## src/rtl/chip8_pkg.sv

```systemverilog
// chip8_pkg: shared CHIP-8 core widths and call-stack instantiation defaults
package chip8_pkg;
  localparam int PC_W = 12;
  localparam int STACK_W = 16;
  localparam int STACK_DEPTH = 16;
endpackage

```

## src/rtl/stack_ram.sv

```systemverilog
// stack_ram: DEPTH x WIDTH storage; in clk/we/waddr/wdata/raddr_a/raddr_b, out rdata_a/rdata_b (async reads)
module stack_ram #(
  parameter int WIDTH = 16,
  parameter int DEPTH = 16,
  localparam int AW = $clog2(DEPTH)
) (
  input  logic             clk,
  input  logic             we,
  input  logic [AW-1:0]    waddr,
  input  logic [WIDTH-1:0] wdata,
  input  logic [AW-1:0]    raddr_a,
  input  logic [AW-1:0]    raddr_b,
  output logic [WIDTH-1:0] rdata_a,
  output logic [WIDTH-1:0] rdata_b
);
  logic [WIDTH-1:0] mem [DEPTH];
  always_ff @(posedge clk)
    if (we) mem[waddr] <= wdata;
  assign rdata_a = mem[raddr_a];
  assign rdata_b = mem[raddr_b];
endmodule

```

## src/rtl/call_stack.sv

```systemverilog
// call_stack: CALL/RET LIFO; in clk/rst/push/pop/flush/err_clr/data_in, out top/count/empty/full/overflow/underflow
module call_stack
  import chip8_pkg::*;
#(
  parameter int WIDTH = STACK_W,
  parameter int DEPTH = STACK_DEPTH,
  localparam int CNT_W = $clog2(DEPTH + 1)
) (
  input  logic             clk,
  input  logic             rst,
  input  logic             push,
  input  logic             pop,
  input  logic             flush,
  input  logic             err_clr,
  input  logic [WIDTH-1:0] data_in,
  output logic [WIDTH-1:0] top,
  output logic [CNT_W-1:0] count,
  output logic             empty,
  output logic             full,
  output logic             overflow,
  output logic             underflow
);
  localparam int AW = $clog2(DEPTH);
  typedef enum logic [1:0] {OP_NONE, OP_PUSH, OP_POP, OP_REPL} op_e;
  op_e op;
  logic we, ovf_set, unf_set;
  logic [AW-1:0] waddr;
  logic [WIDTH-1:0] rd_top, rd_below;
  assign empty = count == '0;
  assign full = count == CNT_W'(DEPTH);
  assign op = flush ? OP_NONE : push && pop ? OP_REPL : push ? OP_PUSH : pop ? OP_POP : OP_NONE;
  assign we = op == OP_REPL || (op == OP_PUSH && !full);
  assign waddr = op == OP_REPL && !empty ? AW'(count - CNT_W'(1)) : AW'(count);
  assign ovf_set = op == OP_PUSH && full;
  assign unf_set = (op == OP_POP || op == OP_REPL) && empty;
  stack_ram #(.WIDTH(WIDTH), .DEPTH(DEPTH)) u_ram (
    .clk(clk),
    .we(we),
    .waddr(waddr),
    .wdata(data_in),
    .raddr_a(AW'(count - CNT_W'(1))),
    .raddr_b(AW'(count - CNT_W'(2))),
    .rdata_a(rd_top),
    .rdata_b(rd_below)
  );
  always_ff @(posedge clk or posedge rst)
    if (rst) begin
      count <= '0;
      top <= '0;
      overflow <= 1'b0;
      underflow <= 1'b0;
    end else begin
      overflow <= ovf_set || (overflow && !err_clr);
      underflow <= unf_set || (underflow && !err_clr);
      if (flush) begin
        count <= '0;
        top <= '0;
      end else if (op == OP_REPL) begin
        top <= data_in;
        if (empty) count <= CNT_W'(1);
      end else if (op == OP_PUSH && !full) begin
        top <= data_in;
        count <= count + CNT_W'(1);
      end else if (op == OP_POP && !empty) begin
        count <= count - CNT_W'(1);
        top <= count == CNT_W'(1) ? '0 : rd_below;
      end
    end
  a_top_matches_ram: assert property (@(posedge clk) disable iff (rst) !empty |-> top == rd_top);
endmodule

```

## config.mk

```make
export PLATFORM = sky130hd
export DESIGN_NAME = call_stack
export DESIGN_NICKNAME = d
export VERILOG_FILES = /design/src/rtl/chip8_pkg.sv /design/src/rtl/stack_ram.sv /design/src/rtl/call_stack.sv
export SDC_FILE = /design/constraint.sdc
export NUM_CORES = 1
export LEC_CHECK = 0
export ABC_AREA = 1
export BUFFER_PORTS_ARGS = -buffer_cell sky130_fd_sc_hd__buf_2
export CAP_MARGIN = 25
export CORE_MARGIN = 2
export CORE_UTILIZATION = 50
export DETAILED_ROUTE_END_ITERATION = 6
export PLACE_DENSITY = 0.69
export SYNTH_ARGS = -nofsm -noshare
export SYNTH_HDL_FRONTEND = slang
export SYNTH_HIERARCHICAL = 1
export SYNTH_SLANG_ARGS = --single-unit
```

## constraint.sdc

```tcl
create_clock -name clk -period 2.6 [get_ports clk]
set_clock_uncertainty 0.05 [all_clocks]
set_input_delay 0.78 -clock clk [delete_from_list [all_inputs] [get_ports clk]]
set_output_delay 0.78 -clock clk [all_outputs]
set_load 0.1 [all_outputs]
```

Yosys cells after proc, flatten, opt, wreduce, memory -nomap -nowiden:

Memories as Yosys holds them, arrays and structs flattened.
Index checks and enable logic that the tools add are counted.

* add/sub/neg operators: 3
* equal/unequal tests: 6
* muxes and demuxes: 17
* reductions and logical operators: 18

Operators by type and width (count)
* 16-bit two-way mux: 5
* 5-bit two-way mux: 5
* 1-bit logical AND: 8
* 2-bit two-way mux: 4
* 5-bit by 1-bit adder with 5-bit output (second input constant): 1
* 5-bit by 1-bit equality test with 1-bit output (second input constant): 1
* 5-bit equality test (second input constant): 1
* 5-bit zero test: 1
* 5-bit by 1-bit subtractor with 5-bit output (second input constant): 1
* 2-bit equality test (second input constant): 2
* 1-bit logical OR: 4
* 4-bit two-way mux: 1
* 4-bit nonzero test: 1
* 4-bit by 2-bit subtractor with 4-bit output (second input constant): 1
* 1-bit zero test: 3
* 3-bit inequality test (second input constant): 1
* 2-bit by 1-bit equality test with 1-bit output (second input constant): 1
* 1-bit two-way mux: 2
* 2-bit AND reduction: 1

* bits in registers: 23
* input port bits: 22
* memories kept: 1
* output and inout port bits: 25
* word-level logic and storage cells: 49
* RAM bits: 256

Memory list
* u_ram.mem: words 16, width 16, read ports 1, clocked after Yosys merged registers in 0, wr ports 1, RTL line stack_ram.sv:16 `logic [WIDTH-1:0] mem [DEPTH];`

Depth between registers and ports, before layout:

Gate-level depths: netlist of the first run.

* depth after elaboration: 10
* gate-level depth with buffers: 14
* depth with buffers taken out: 11

Modules after synthesis:

The synthesis of the first run kept the hierarchy.

By module, submodules not included
* stack_ram: cells each 1641, area each 13719.4 µm², seq. area each 7687.4 µm², times used 1
* call_stack: cells each 245, area each 1726.7 µm², seq. area each 575.6 µm², times used 1

Worst setup path before layout of the first run:

No wires, ideal clock.

* path type: flip-flop to flip-flop
* start: reg count[0]
* end: mem u_ram.mem[12][0] (enable)
* arrival time: 3186 ps
* clock period less this slack: 3624 ps
* slack: -1024 ps
* cell stages (with the launch flop): 9
* path buffers: 1
* setup time: 388 ps
* data required time: 2162 ps
* path through: dfrtp_1 -> inv_1 -> ha_1 -> nand3_2 -> nand2_1 -> buf_2 -> o21ai_0 -> nand3_1 -> nor2_1

* elaborated cells on any way between the ends: 11
* classes of those cells: 1 x add/sub; 1 x eq/ne; 3 x mux; 6 x reduce/logical

RTL lines
* from (decl): RTL line call_stack.sv:17 `output logic [CNT_W-1:0] count,`
* from (signal assigned): RTL line call_stack.sv:63 `count <= count + CNT_W'(1);`
* from (signal assigned): RTL line call_stack.sv:65 `count <= count - CNT_W'(1);`
* branches (longest 3 deep; another with 5-bit by 1-bit subtractor with 5-bit output)
* 4-bit two-way mux *: RTL line call_stack.sv:33 `assign waddr = op == OP_REPL && !empty ? AW'(count - CNT_W'(1)) : AW'(count);`
* via waddr[2]: RTL line call_stack.sv:27 `logic [AW-1:0] waddr;`
* to (decl): RTL line stack_ram.sv:16

Mark *: on every way through the listed nets, which the timed path passes.

Worst setup path in the final report of the first run:

* start: reg count[2]
* end: out empty

* word-level cells in the longest chain between the ends: 1

RTL lines
* 5-bit zero test: RTL line call_stack.sv:29 `assign empty = count == '0;`
* to (decl): RTL line call_stack.sv:18 `output logic empty,`

Every way passes these cells.

==> results of run 1 <==
## where the power goes
part	internal (mW)	switching, mW	leakage [nW]
Combinational	1.29	3.52	3.71
Clock	2.23	1.62	0.425
Sequential	5.13	0.117	2.60
Total	8.65	5.25	6.73
## worst min-delay path by stage
| stage | slack [ps] | startpoint | cells after the start | to |
|---|---|---|---|---|
| 2_1_floorplan | 730 | rst | 1 | count[0]$_DFFE_PP0P_ |
| 3_3_place_gp | 470 | overflow$_DFF_PP0_ | 2 | overflow$_DFF_PP0_ |
| 3_5_place_dp | 470 | underflow$_DFF_PP0_ | 2 | underflow$_DFF_PP0_ |
| 4_1_cts | 210 | rst | 3 | overflow$_DFF_PP0_ |
| 5_1_grt | 240 | rst | 3 | top[10]$_DFFE_PP0P_ |
| 6_report | 220 | rst | 3 | count[0]$_DFFE_PP0P_ |
## worst max-delay path: stages, from the launching register on
cell and delay [ps]:
dfrtp_4 560, nor2_8 160, nand3_2 160, inv_2 110, buf_12 170
## cell usage in the layout, fill, tap and decap left out, types with 3 or more instances in the layout
master and instances:
ha_1 5, clkbuf_16 29, dfrtp_1 18, buf_2 43
clkbuf_1 8, o21ai_0 11, o21ai_1 11, nand3_1 246
nand2_2 6, inv_1 286, buf_12 25, edfxtp_1 256
clkinv_1 4, nand4_1 16, clkinv_2 7, dfrtp_4 3
inv_2 7, nor2_4 17, nand2_1 355, nand2_4 3
buf_4 34, xor2_1 4, nor2_1 4
## state kept, by name (all words and copies together) (netlist names)
register	count
overflow	1
top	16
count	5
u_ram/mem	256
underflow	1
## stage by stage
stage	setup TNS, ps	hold WS, ps	total power [mW]	area (um2)	std cells
4_1_cts	0	211.0	13.87	14970	1753
3_5_place_dp	-78.18	466.5	10.01	14070	1699
5_1_grt	-0.5447	240.9	14.51	15020	1755
3_3_place_gp	0	470.7	9.982	14070	1699
6_report	0	223.5	13.91	15020	1755
2_1_floorplan	0	731.8	8.620	13140	1334
## area by class of cell
class                           count  share of cell area [%]
Clock inverter                     13                  0.7497
Sequential cell                   279                   55.10
Inverter                          297                   7.522
Clock buffer                       37                   5.031
Tap cell                          330                   2.749
Multi-Input combinational cell    695                   22.23
Timing Repair Buffer              104                   6.614
## repair_timing
action,4_1_cts,5_1_grt
cloned,0,0
buffers inserted,4,2
gates resized for setup,4,8
endpoints found under the setup margin,2,141
pin swaps,0,1
## metal layers
layer	track usage, %	vias up
met5	0	-
met1	32.51	4469
met3	3.821	78
met4	9.565	0
met2	41.84	340
li1	-	4394
==> metrics.txt, run 1 <==
ANT cells=0; Max IR drop VDD=a little under 0.6 mV; FF+latch area=8277 um2; top routing layer in use=met4; Port Buffers=46; max cap viols=0; status=completed; synthesized area per cell=approximately 9.7 um2; Critical Path Start=count[2]$_DFFE_PP0P_; Die ar.=27240 um2; Fin. Hold Viols=0; drt drc=0; Setup CP Type=flip-flop to primary output; clock latency on the worst-skew pair=550 ps; Iteration-0 DRC Markers=959; total number of vias=just over 9000; worst reg2reg setup slack=roughly 150 ps; max_slew headroom=~55%; Req. time, crit path=1770 ps; Worst setup EP type=primary output; fill count=2104; R2R cell count=13; Max Freq=392.6 MHz; initial antenna violation count=0; GRT Total Usage=24.80%; standard-cell rows=58; GR Overflow Total=0; Pwr Density=925.9 nW/um2; Vias/cell=5.288; Initial Util=~50%; vias in the first global route=9041; count of final setup violators=0; core area=25330 um2; crit path to=empty; clock sink count=279; Post-DRT Antenna Nets=0; CTS tree=yes; Post-Syn Area=around 13000 um2; final core utilization=59.31%; post-synth net total=1363; Area Overhead vs Synth=15.82%; minimum clock period=2547 ps; Synth Instances=~1300; worst slew pin tran=between 600 and 700 ps; root buf cell=clkbuf_16; worst reg2reg startpoint=count[1]$_DFFE_PP0P_; Pins Over Slew Limit=0; clock tree buffer depth=3; Die X=165.1 um; hold-fix buffers at CTS=0; WP data arrival=approximately 1700 ps; wire per inst=about 19 um; Yosys warning total=6; CP Launch Type=flip-flop; total CTS buffers=28; largest net degree at the start of global routing=65; worst reg2reg endpoint=u_ram/mem[8][15]$_DFFE_PP_; met1 wire length=13170 um; H-tree levels=1; Net count, final=around 1400; Chip Height=165.1 um; crit-path max FO=9; Hold Path Class=primary input to asynchronous set/reset pin; top-level port count=47; final worst setup slack=about 53 ps; met2 WL=16150 um; CTS clk-pin slew, worst paths=70 ps; DRT Pass-1 Iters=5; final period utilization=97.96%; Place WS=-5.911 ps; Total Routed Length=32830 um; multi-input logic area=~3300 um2; DR WL met3=2233 um; gp weighted congestion=0.9165; dpl hpwl=20920 um; share of cells above drive strength 1=13.68%; leakage power=6.734 nW; first-pass GRT wire length=50110 um
Power figures use the tool's default switching activity.
==> inputs of run 2 (changes only) <==
--- a/config.mk
+++ b/config.mk
@@ -9,9 +9,8 @@
 export BUFFER_PORTS_ARGS = -buffer_cell sky130_fd_sc_hd__buf_2
 export CAP_MARGIN = 25
 export CORE_MARGIN = 2
-export CORE_UTILIZATION = 50
+export CORE_UTILIZATION = 25
 export DETAILED_ROUTE_END_ITERATION = 6
-export PLACE_DENSITY = 0.69
 export SYNTH_ARGS = -nofsm -noshare
 export SYNTH_HDL_FRONTEND = slang
 export SYNTH_HIERARCHICAL = 1
==> metrics.txt, run 2 (synthesis gave the netlist of run 1 again) <==
clock sink count=279 (unchanged); Chip Height=231.8 um (+40%); max_slew headroom=57.72% (+3.1 points); clock tree buffer depth=3 (unchanged); dpl hpwl=23640 um (+13%); gp weighted congestion=0.8991 (-1.9%); initial antenna violation count=0 (unchanged); fill count=5293 (+150%); worst slew pin tran=634.1 ps (-47.21 ps); vias in the first global route=8639 (-4.4%); root buf cell=clkbuf_16; Inst Count DP=2049 (+21%); Initial Util=25.28% (-26 points); Post-DRT Antenna Nets=0 (unchanged); CTS tree=yes; Die X=231.8 um (+40%); wire per inst=17.24 um (-7.8%); number of flip-flops in the largest register=256 (unchanged); standard-cell rows=83 (+43%); Setup CP Type=flip-flop to primary output; Total Routed Length=36450 um (+11%); final core utilization=30.38% (-29 points); core area=51300 um2 (+100%); Total Negative Setup Slacks=0 ps (unchanged); area post-placement=14480 um2 (+2.9%); Worst setup EP type=primary output; crit-path max FO=3 (-6); H-tree levels=1 (unchanged); CP Launch Type=flip-flop; Seq pwr share=36.9% (-0.9 points); Pins Over Slew Limit=0 (unchanged); share of cells above drive strength 1=13.88% (+0.19 points); commonest non-fill, non-tap cell in the layout=nand2_1; Area Overhead vs Synth=20.17%; Internal=8.839 mW (+2.2%); final std cells w/o fill=2114 (+20%); Pwr Density=915.5 nW/um2 (-1.1%); leakage power=6.795 nW (+0.90%); final period utilization=98.95% (+0.99 points); unrepaired setup endpoints after global routing=true; ANT cells=0 (unchanged); Clock Power Share=28.2% (+0.6 points); status=completed; Fin. Hold Viols=0 (unchanged); largest net degree at the start of global routing=134 (+110%); hold-fix buffers at CTS=0 (unchanged); Vias/cell=4.415 (-17%); CTS clk-pin slew, worst paths=60 ps (about the same); total CTS buffers=30 (+7.1%); Max IR drop VDD=0.6260 mV (+7.7%); most used cell, CP=inv_4; WP data arrival=1740 ps (+20 ps); Req. time, crit path=1770 ps (about the same); Iteration-0 DRC Markers=1160 (+21%); drt drc=0 (unchanged); clock latency on the worst-skew pair=550 ps (about the same); NetSw=5.429 mW (+3.3%); Net count, final=1442 (+0.56%); top-level port count=47 (unchanged); CP max stage cell=dfrtp_4; most frequent cells in the layout=nand2_1 (356), inv_1 (286), edfxtp_1 (256); count of final setup violators=0 (unchanged); Tot Pwr=14.27 mW (+2.6%); GRT Total Usage=13.11% (-12 points); Hold Path Class=primary input to asynchronous set/reset pin; Top Registers=u_ram/mem x256, top x16, count x5; Die ar.=53710 um2 (+97%); Critical Path Max Stage Delay=520 ps (-40 ps); Most flops, register=u_ram/mem; first-pass GRT wire length=53270 um (+6.3%); total number of vias=9334 (+0.57%); minimum clock period=2573 ps (+25.72 ps); DRT Pass-1 Iters=5 (unchanged); Logic pwr share=34.9% (+0.3 points); Max Freq=388.7 MHz (-1.0%); GR Overflow Total=0 (unchanged); max cap viols=0 (unchanged); Port Buffers=46 (unchanged); worst path cell trace=inv_4, ha_4, nand3_4, buf_6, inv_4, buf_12; switching part of the total=38.05% (+0.26 points); Final Instance Area=15580 um2 (+3.8%)
-- run 2: cell count changes in the layout (fill, tap and decap cells not counted), sizes merged --
cell | previous run | this run
buf | 104 | 109
clkbuf | 37 | 39
clkinv | 11 | 14
clkinvlp | 2 | 1
-- run 2: cell type report --
type / count / area, um2 / area share, %
sequential: 279 / 8277 / 53.11
multi-input combinational: 695 / 3342 / 21.44
inverter: 297 / 1132 / 7.266
timing repair buffer: 110 / 1067 / 6.848
tap: 680 / 850.8 / 5.459
clock buffer: 38 / 802.0 / 5.146
clock inverter: 15 / 113.9 / 0.7306
-- run 2: path summary, 6_finish.rpt --
| kind | from | to | slack [ps] | depth (start not counted) |
|---|---|---|---|---|
| max in group asynchronous | rst | count[2]$_DFFE_PP0P_ | 2020 | 3 |
| max | count[0]$_DFFE_PP0P_ | empty | 30 | 6 |
| max reg2reg | count[1]$_DFFE_PP0P_ | top[4]$_DFFE_PP0P_ | 70 | 13 |
| min in group clk | err_clr | overflow$_DFF_PP0_ | 370 | 2 |
| min | rst | overflow$_DFF_PP0_ | 210 | 3 |
| min reg2reg | top[0]$_DFFE_PP0P_ | top[0]$_DFFE_PP0P_ | 490 | 2 |
-- run 2: power by group through the flow --
stage	sequential [mW]	combinational [mW]	clock, mW
floorplan	6.14	2.48	0
global placement	5.36	4.70	0
detailed placement	5.37	4.72	0
CTS	5.27	4.80	4.08
global route	5.29	5.32	4.27
finish	5.27	4.98	4.02
-- run 2: layer usage --
layer | track usage [%] | up-vias | part of all wire, %
met2 | 22.06 | 368 | 48
met5 | 0 | - | 0
met1 | 17.39 | 4492 | 42
li1 | - | 4411 | -
met3 | 2.272 | 63 | 7.7
met4 | 3.446 | 0 | 2.6
-- run 2: worst max-delay path: cells and delay by family (launching register included) --
kind	cells	cell delay, ps
adders and majority gates	1	150
buffers and inverters	4	430
DFF	1	520
and+or+nand+nor	1	80
-- run 2: timing repair --
action,CTS,global route
gates cloned,0,1
pin swaps,1,3
setup endpoints to repair,3,39
setup buffers,4,7
hold endpoints to repair,0,0
gates resized for setup,6,8
-- run 2: stage by stage --
stage	setup slack (ps)	hold WS, ps
detailed placement	-223.3	477.6
finish	27.37	206.1
floorplan	0.4852	731.8
global placement	-192.2	458.4
CTS	1.546	204.5
global route	-14.60	237.5
==> inputs of run 3 (changes only) <==
--- a/config.mk
+++ b/config.mk
@@ -6,7 +6,7 @@
 export NUM_CORES = 1
 export LEC_CHECK = 0
 export ABC_AREA = 1
-export BUFFER_PORTS_ARGS = -buffer_cell sky130_fd_sc_hd__buf_2
+export BUFFER_PORTS_ARGS = -buffer_cell sky130_fd_sc_hd__buf_4
 export CAP_MARGIN = 25
 export CORE_MARGIN = 2
 export CORE_UTILIZATION = 25
==> metrics.txt, run 3 (synthesis gave the netlist of run 1 again) <==
Die ar.=53710 um2 (unchanged); Net count, final=1450 (+0.55%); Buf/Inv on CP=3 (-1); largest net degree at the start of global routing=84 (-37%); number of flip-flops in the largest register=256 (unchanged); minimum clock period=2565 ps (-8.077 ps); leakage power=6.883 nW (+1.3%); Die X=231.8 um (unchanged); fill count=5317 (+0.45%); CTS clk-pin slew, worst paths=70 ps (about the same); worst reg2reg setup slack=90 ps (+20 ps); Critical Path Max Stage Delay=510 ps (about the same); most frequent cells in the layout=nand2_1 (357), inv_1 (288), edfxtp_1 (256); final period utilization=98.64% (-0.31 points); Total Routed Length=36330 um (-0.34%); Final Instance Area=15780 um2 (+1.3%); core area=51300 um2 (unchanged); worst path cell trace=inv_6, ha_4, nand3_2, inv_2, buf_12; count of final setup violators=0 (unchanged); clock latency on the worst-skew pair=580 ps (+30 ps); unrepaired setup endpoints after global routing=true; Vias/cell=4.392 (-0.52%); drt drc=0 (unchanged); GR Overflow Total=0 (unchanged); Crit path max-delay family=flip-flops; Top Registers=u_ram/mem x256, top x16, count x5; crit-path max FO=4 (+1); total number of vias=9316 (-0.19%); wire per inst=17.13 um (-0.67%); DRT Pass-1 Iters=5 (unchanged); worst slew pin tran=623.0 ps (-11.17 ps); worst reg2reg endpoint=u_ram/mem[7][7]$_DFFE_PP_; status=completed; total CTS buffers=30 (unchanged); first-pass GRT wire length=54840 um (+2.9%); Initial Util=25.28% (unchanged); R2R cell count=12 (-1); H-tree levels=1 (unchanged); Max Freq=389.9 MHz (+0.31%); hold-fix buffers at CTS=0 (unchanged); Most flops, register=u_ram/mem; Max IR drop VDD=0.4896 mV (-22%); vias in the first global route=8918 (+3.2%); area post-placement=14660 um2 (+1.2%); Setup CP Type=flip-flop to primary output; dpl hpwl=23910 um (+1.1%); CTS tree=yes; standard-cell rows=83 (unchanged); root buf cell=clkbuf_16; critical path depth=5 (-1); Area Overhead vs Synth=21.71%; ANT cells=0 (unchanged); WP data arrival=1730 ps (about the same); Iteration-0 DRC Markers=849 (-27%); gp weighted congestion=0.9393 (+4.5%); GRT Total Usage=13.36% (+0.25 points); Post-DRT Antenna Nets=0 (unchanged); Worst setup EP type=primary output; WHS=207.1 ps (+1.050 ps); multi-input logic area=3327 um2 (-0.45%); Chip Height=231.8 um (unchanged); initial antenna violation count=0 (unchanged); commonest non-fill, non-tap cell in the layout=nand2_1; CP max stage cell=dfrtp_4; clock tree buffer depth=3 (unchanged); Req. time, crit path=1770 ps (about the same); Hold Path Class=primary input to asynchronous set/reset pin; CP Launch Type=flip-flop; worst reg2reg startpoint=count[1]$_DFFE_PP0P_; Fin. Hold Viols=0 (unchanged); clock sink count=279 (unchanged); max cap viols=0 (unchanged); Pins Over Slew Limit=0 (unchanged); Pwr Density=917.8 nW/um2 (+0.24%); FF+latch area=8277 um2 (unchanged); top-level port count=47 (unchanged); Tot Pwr=14.49 mW (+1.5%); Port Buffers=46 (unchanged); share of cells above drive strength 1=14.64% (+0.77 points); max_slew headroom=58.35% (+0.63 points)
==> run 3: worst max-delay path by stage <==
stage,start,to,slack [ps]
floorplan,count[3]$_DFFE_PP0P_,u_ram/mem[10][0]$_DFFE_PP_,0.5
global placement,flush,u_ram/mem[4][12]$_DFFE_PP_,-180
detailed placement,flush,u_ram/mem[4][12]$_DFFE_PP_,-190
CTS,count[0]$_DFFE_PP0P_,count[0],4
global route,count[1]$_DFFE_PP0P_,empty,-6
finish,count[1]$_DFFE_PP0P_,empty,40
==> run 3: stage by stage <==
step / setup TNS, ps / utilization (%) / std cells / setup slack [ps]
5_1_grt: -6.096 / 30.77 / 2121 / -6.096
3_3_place_gp: -23120 / 28.57 / 2058 / -178.5
3_5_place_dp: -23590 / 28.57 / 2058 / -190.4
6_report: 0 / 30.77 / 2121 / 35.44
2_1_floorplan: 0 / - / 1334 / 0.4852
4_1_cts: 0 / 30.64 / 2116 / 3.782
==> run 3: metal layers <==
layer,global-route usage (%),vias to the layer above,share of wire (%)
met1,17.98,4517,44
met4,3.646,0,2.9
met3,1.989,72,6.1
met2,22.36,300,47
met5,0,-,0
li1,-,4427,-
==> run 3: final cells by class <==
class | count | share of cell area (%)
clock inverter | 18 | 1.268
timing repair buffer | 118 | 7.856
inverter | 297 | 7.119
tap | 680 | 5.390
clock buffer | 34 | 4.851
multi-input combinational | 695 | 21.08
sequential | 279 | 52.44
==> run 3: worst register-to-register path, delay by kind of cell, from the launching register on <==
family / cells / cell delay, ps
simple gates: 5 / 700
compound gates: 2 / 200
flops: 1 / 510
fa+ha+maj: 1 / 150
buf+inv: 4 / 620
==> run 3: timing repair <==
item | in CTS | in global routing
gates resized for setup | 12 | 0
buffers inserted | 7 | 4
endpoints found under the setup margin | 3 | 19
gates cloned | 0 | 1
pin swaps | 0 | 1
==> run 3: power by group <==
part | leakage (nW) | switching (mW) | internal [mW] | total (mW)
Clock | 0.463 | 1.74 | 2.41 | 4.15
Combinational | 3.82 | 3.64 | 1.43 | 5.07
Sequential | 2.60 | 0.127 | 5.13 | 5.26
Total | 6.88 | 5.51 | 8.98 | 14.5
